File: config.mk
export PLATFORM = sky130hd
export DESIGN_NAME = pipe_hazard_ctrl
export DESIGN_NICKNAME = d
export VERILOG_FILES = /design/src/rtl/pipe_hazard_pkg.sv /design/src/rtl/pipe_hazard_ctrl_match.sv /design/src/rtl/pipe_hazard_ctrl.sv
export SDC_FILE = /design/constraint.sdc
export NUM_CORES = 1
export LEC_CHECK = 0
export BUFFER_PORTS_ARGS = -buffer_cell sky130_fd_sc_hd__buf_4
export CAP_MARGIN = 20
export CORE_MARGIN = 2
export CORE_UTILIZATION = 40
export CTS_CLUSTER_SIZE = 24
export DETAILED_ROUTE_END_ITERATION = 8
export PLACE_DENSITY = 0.64
export REMOVE_ABC_BUFFERS = 1
export SYNTH_ARGS = -nofsm -noshare
export SYNTH_HDL_FRONTEND = slang
export SYNTH_SLANG_ARGS = --single-unit
File: constraint.sdc
create_clock -name clock -period 5.65 [get_ports clock]
set_input_delay 0.2825 -clock clock [delete_from_list [all_inputs] [get_ports clock]]
set_output_delay 0.2825 -clock clock [all_outputs]
set_load 0.01 [all_outputs]
File: src/rtl/pipe_hazard_pkg.sv
// pipe_hazard_pkg: shared tag, forwarding-select and multi-cycle FSM types
package pipe_hazard_pkg;
    localparam int TAG_RD_W = 8;
    localparam int TAG_RF_W = 2;
    typedef enum logic [TAG_RF_W-1:0] {RF_GP = 2'd0, RF_FP = 2'd1} rf_t;
    typedef enum logic [1:0] {
        FWD_REGFILE     = 2'b00,
        FWD_FROM_EX_MEM = 2'b01,
        FWD_FROM_MEM_WB = 2'b10
    } fwd_sel_t;
    typedef struct packed {
        logic                valid;
        logic [TAG_RD_W-1:0] rd;
        logic [TAG_RF_W-1:0] rd_rf;
        logic                we;
        logic                is_load;
        logic                is_mc;
    } stage_tag_t;
    typedef enum logic {MC_IDLE = 1'b0, MC_BUSY = 1'b1} mc_state_t;
endpackage

File: src/rtl/pipe_hazard_ctrl_match.sv
// hazard_match: compares one ID source against one shadow stage destination tag
module hazard_match
    import pipe_hazard_pkg::*;
(
    input  logic                valid,
    input  logic                we,
    input  logic [TAG_RD_W-1:0] rd,
    input  logic [TAG_RF_W-1:0] rd_rf,
    input  logic [TAG_RD_W-1:0] rs,
    input  logic [TAG_RF_W-1:0] rs_rf,
    input  logic                use_rs,
    output logic                match
);
    assign match = use_rs && valid && we && rd == rs && rd_rf == rs_rf && !(rs_rf == RF_GP && rs == '0);
endmodule

File: src/rtl/pipe_hazard_ctrl.sv
// pipe_hazard_ctrl: stall, bubble, flush, freeze and forwarding-select control for the 5-stage pipeline
module pipe_hazard_ctrl
    import pipe_hazard_pkg::*;
#(
    parameter int REG_ADDR_W = 5,
    parameter int NUM_RF     = 2,
    parameter int MC_TIMEOUT = 64,
    parameter int CNT_W      = 32
) (
    input  logic                      clock,
    input  logic                      reset,
    input  logic                      id_valid,
    input  logic [REG_ADDR_W-1:0]     id_rs1,
    input  logic [REG_ADDR_W-1:0]     id_rs2,
    input  logic [$clog2(NUM_RF)-1:0] id_rs1_rf,
    input  logic [$clog2(NUM_RF)-1:0] id_rs2_rf,
    input  logic                      id_use_rs1,
    input  logic                      id_use_rs2,
    input  logic [REG_ADDR_W-1:0]     id_rd,
    input  logic [$clog2(NUM_RF)-1:0] id_rd_rf,
    input  logic                      id_rd_we,
    input  logic                      id_is_load,
    input  logic                      id_is_mc,
    input  logic                      mc_done,
    input  logic                      ex_redirect,
    output logic                      if_stall,
    output logic                      if_id_hold,
    output logic                      if_id_flush,
    output logic                      id_ex_bubble,
    output logic                      pipe_freeze,
    output logic [1:0]                ex_fwd_a_sel,
    output logic [1:0]                ex_fwd_b_sel,
    output logic [2:0]                stage_valid,
    output logic                      mc_error,
    output logic [CNT_W-1:0]          stall_count
);
    localparam int MC_W = $clog2(MC_TIMEOUT + 1);

    stage_tag_t          id_tag, ex_q, mem_q;
    logic                wb_valid;
    mc_state_t           state;
    logic [MC_W-1:0]     mc_cnt;
    fwd_sel_t            fwd_a, fwd_b, sel_a, sel_b;
    logic [TAG_RD_W-1:0] rs [2];
    logic [TAG_RF_W-1:0] rs_rf [2];
    logic                use_rs [2];
    logic [1:0]          m_ex, m_mem;
    logic                freeze, redirect, load_use, bubble, timeout, unused_tag;

    assign id_tag = '{valid: id_valid, rd: TAG_RD_W'(id_rd), rd_rf: TAG_RF_W'(id_rd_rf),
                      we: id_rd_we, is_load: id_is_load, is_mc: id_is_mc};
    assign rs[0]     = TAG_RD_W'(id_rs1);
    assign rs[1]     = TAG_RD_W'(id_rs2);
    assign rs_rf[0]  = TAG_RF_W'(id_rs1_rf);
    assign rs_rf[1]  = TAG_RF_W'(id_rs2_rf);
    assign use_rs[0] = id_valid && id_use_rs1;
    assign use_rs[1] = id_valid && id_use_rs2;

    for (genvar s = 0; s < 2; s++) begin : g_src
        hazard_match u_ex (
            .valid(ex_q.valid), .we(ex_q.we), .rd(ex_q.rd), .rd_rf(ex_q.rd_rf),
            .rs(rs[s]), .rs_rf(rs_rf[s]), .use_rs(use_rs[s]), .match(m_ex[s])
        );
        hazard_match u_mem (
            .valid(mem_q.valid), .we(mem_q.we), .rd(mem_q.rd), .rd_rf(mem_q.rd_rf),
            .rs(rs[s]), .rs_rf(rs_rf[s]), .use_rs(use_rs[s]), .match(m_mem[s])
        );
    end

    assign timeout  = state == MC_BUSY && mc_cnt == MC_W'(MC_TIMEOUT);
    assign freeze   = !reset && !mc_done && (state == MC_IDLE ? ex_q.valid && ex_q.is_mc : !timeout);
    assign redirect = !reset && !freeze && ex_redirect;
    assign load_use = !reset && !freeze && !ex_redirect && ex_q.valid && ex_q.is_load && |m_ex;
    assign bubble   = redirect || load_use;

    always_comb begin
        sel_a = m_ex[0] && !ex_q.is_load ? FWD_FROM_EX_MEM : m_mem[0] ? FWD_FROM_MEM_WB : FWD_REGFILE;
        sel_b = m_ex[1] && !ex_q.is_load ? FWD_FROM_EX_MEM : m_mem[1] ? FWD_FROM_MEM_WB : FWD_REGFILE;
    end

    assign if_stall     = freeze || load_use;
    assign if_id_hold   = freeze || load_use;
    assign if_id_flush  = redirect;
    assign id_ex_bubble = bubble;
    assign pipe_freeze  = freeze;
    assign ex_fwd_a_sel = fwd_a;
    assign ex_fwd_b_sel = fwd_b;
    assign stage_valid  = {ex_q.valid, mem_q.valid, wb_valid};
    assign unused_tag   = mem_q.is_load ^ mem_q.is_mc;

    always_ff @(posedge clock) begin
        if (reset) begin
            ex_q        <= '0;
            mem_q       <= '0;
            wb_valid    <= 1'b0;
            fwd_a       <= FWD_REGFILE;
            fwd_b       <= FWD_REGFILE;
            state       <= MC_IDLE;
            mc_cnt      <= '0;
            mc_error    <= 1'b0;
            stall_count <= '0;
        end else begin
            if (if_stall && !(&stall_count))
                stall_count <= stall_count + 1'b1;
            if (!freeze) begin
                ex_q     <= bubble ? '0 : id_tag;
                fwd_a    <= bubble ? FWD_REGFILE : sel_a;
                fwd_b    <= bubble ? FWD_REGFILE : sel_b;
                mem_q    <= ex_q;
                wb_valid <= mem_q.valid;
            end
            if (state == MC_IDLE) begin
                mc_cnt <= MC_W'(1);
                if (freeze)
                    state <= MC_BUSY;
            end else if (mc_done || timeout) begin
                state    <= MC_IDLE;
                mc_error <= mc_error || (timeout && !mc_done);
            end else begin
                mc_cnt <= mc_cnt + 1'b1;
            end
        end
    end
endmodule

==> results.toml <==
[status]
outcome = "complete, no violations"

[pwr]
ir_worst_vdd_uv = 104.4
p_per_area_nw_per_um2 = 231.8
p_sw_uw = 208.9
p_leak_uw = 0.001462
swShare_pct = 23.00
p_int_uw = 699.4
p_clk_share_pct = 42.9
power_frac_comb_pct = 6.2
p_seq_share_pct = 50.9

[floorplan]
row_count = 32
die_w_um = 92.49
initial_utilization_pct = 40.95
dieArea_um2 = 8553
die_y_um = 92.49
core_area_um2 = 7647
boundaryPins = 73

[clock_network]
clkSlewWorstSetupHoldPaths_ns = 0.07
htreeDepth = 3
clockBufferDepth = 2
cts.sinks = 64
postCtsSetupBuffers = 0
ctsRootBufferMaster = "clkbuf_8"
cts_buffers = 9
clk_latency_ns = 0.34
cts_resized = 0
postCtsHoldBufs = 0
cts_tree = "yes"

[synth]
synth_area_um2 = 3132
syn_avg_cell_area_um2 = 8.351
async_flop_share_pct = 0
ys.flop_type = "dfxtp_1"
synth-warning-count = 0
seq_area_frac_synth_pct = 40.91
synth_edf_count = 0
synth_seq_cells = 64
synthDistinctLibCells = 41
syn_inst = 375

[layout]
layout_commonest_cell = "buf_4"
final_cell_mix = "74 x buf_4, 64 x dfxtp_1, 34 x xnor2_1, 31 x nor2_1, 31 x nand2_1"
antenna_cells = 0
nFillCells = 756
drive_above_1_share_pct = 21.80
fin_nets = 471
area_growth_pct = 25.13

[routing]
drt_iter0_drc = 76
ant_nets = 0
wl_um = 7494
first_pass_iters = 4
num_vias = 2884
wl_met1_um = 3618
route.met3.wl_um = 436
dr.max_layer_used = "met4"
remaining_drc_errors = 0
vias_per_cell = 5.272
dr_wl_met2_um = 3328
wl_per_cell_um = 13.70

[timing]
fin_crit_ns = 3.279
fin_skew_ns = 0.01031
timing.final.ws_setup_ns = 2.371
fin_crit_sh_pct = 58.04
fmax_ghz = 0.3050
slew_violations = 0
finalSetupViolCount = 0
worst_pin_slew_ns = 0.8689
fin_setup_tns_ns = 0
rsz0062_at_grt = "false"
slew_headroom_pct = 41.54
timing.final.hold_violations = 0

[worst_setup_path]
path_cells = "ha_1, nand4_1, nor3_1, nand4_1, a21bo_2, nor3_1, mux2_2"
critPathSlowestCell = "nor3_1"
critPathKind = "reg2reg"
required_ns = 5.88
path_buf_inv = 0
slowest_delay_ns = 0.73
cp-start-kind = "flip-flop"
crit_family = "simple AND/OR/NAND/NOR gates"
path_max_fanout = 33
cp.arrival_ns = 3.51
r2r_slack_ns = 2.37
critPathCaptureType = "flip-flop"

[placement]
hpwlAfterDp_um = 5311
io_buffers = 72
pre_cts_slack_ns = 2.361
finalWeightedCongestion = 0.8805

[global_route]
grt_pass1_wl_um = 12420
track_usage_pct = 17.87
grt_overflow = 0
grt_pass1_vias = 2715
antenna_found_initial = 0
grt_max_degree = 54

[job]
cap_violations = 0

[worst_hold_path]
hold_class = "in2reg"
==> cells by family after synthesis <==
group | count (synthesis) | synth area share, %
xor gates and xnor gates | 42 | 11.75
DFF | 64 | 40.91
AOI/OAI and AO/OA | 79 | 14.98
and+or+nand+nor | 156 | 26.17
adders and majority gates | 3 | 1.199
buffers and inverters | 28 | 3.915
muxes | 3 | 1.079
==> power by group through the flow <==
stage | logic [uW] | clock network [uW] | registers [uW]
finish | 56.0 | 390 | 462
global placement | 55.7 | 0 | 472
floorplan | 24.0 | 0 | 471
CTS | 56.2 | 400 | 462
global route | 61.0 | 419 | 463
detailed placement | 55.9 | 0 | 473
==> metal layers <==
metal | GRT usage (%) | vias up
li1 | - | 1452
met1 | 23.29 | 1344
met2 | 28.65 | 78
met3 | 3.987 | 10
met4 | 7.214 | 0
met5 | 0 | -
==> sequential cells by signal, indices dropped and copies added (netlist names) <==
| signal | flops |
|---|---|
| ex_fwd_a_sel | 2 |
| mc_error | 1 |
| mc_cnt | 7 |
| wb_valid | 1 |
| ex_fwd_b_sel | 2 |
| mem_q | 7 |
| stage_valid | 2 |
| state | 1 |
| stall_count | 32 |
| ex_q | 9 |
==> stage by stage <==
stage          hold WS (ns)  std cells  cell area, um2  power [uW]  util [%]
3_5_place_dp         0.4479        531            3722       528.6     48.67
2_1_floorplan        0.3516        355            3039       495.4         -
4_1_cts              0.1413        547            3919       918.9     51.24
5_1_grt              0.1510        547            3919       942.7     51.24
3_3_place_gp         0.4431        531            3722       528.2     48.67
6_report             0.1506        547            3919       908.3     51.24
==> layout make-up <==
cell class                 count  area, um2  area share, %
multi-input combinational    283       1728          44.09
sequential                    64       1281          32.69
tap                          102      127.6          3.257
timing repair buffer          74      555.5          14.18
inverter                       8      30.03         0.7663
clock buffer                  10      137.6          3.512
clock inverter                 6      58.81          1.501
==> cell usage after synthesis (2+ instances only) <==
master | count | share of area (%)
a211oi_1 | 3 | 0.72
a21oi_1 | 28 | 4.5
a22o_1 | 10 | 2.8
and3_1 | 10 | 2.0
and4_1 | 4 | 1.1
buf_2 | 2 | 0.32
buf_4 | 4 | 0.96
clkbuf_1 | 13 | 1.6
dfxtp_1 | 64 | 41
ha_1 | 3 | 1.2
inv_1 | 7 | 0.84
mux2_2 | 3 | 1.1
nand2_1 | 31 | 3.7
nand2b_1 | 10 | 2.0
nand3_1 | 20 | 3.2
nand4_1 | 12 | 2.4
nor2_1 | 31 | 3.7
nor2b_1 | 6 | 1.2
nor3_1 | 3 | 0.48
nor3b_1 | 2 | 0.48
nor4_1 | 5 | 1.0
o21ai_0 | 24 | 3.8
o21ai_1 | 6 | 0.96
o311ai_1 | 2 | 0.56
o31ai_1 | 2 | 0.48
or3_1 | 13 | 2.6
or4_1 | 3 | 0.72
xnor2_1 | 34 | 9.5
xor2_1 | 8 | 2.2
==> path summary, 6_finish.rpt <==
check / start / end / depth (start not counted)
setup / recovery: stall_count[0]$_SDFFE_PP0P_ / stall_count[5]$_SDFFE_PP0P_ / 7
setup reg to reg: stall_count[0]$_SDFFE_PP0P_ / stall_count[5]$_SDFFE_PP0P_ / 7
hold reg to reg: wb_valid$_SDFFE_PP0N_ / wb_valid$_SDFFE_PP0N_ / 2
hold / removal: id_rd[4] / ex_q[9]$_SDFFE_PP0N_ / 2
Power figures use the tool's default switching activity.
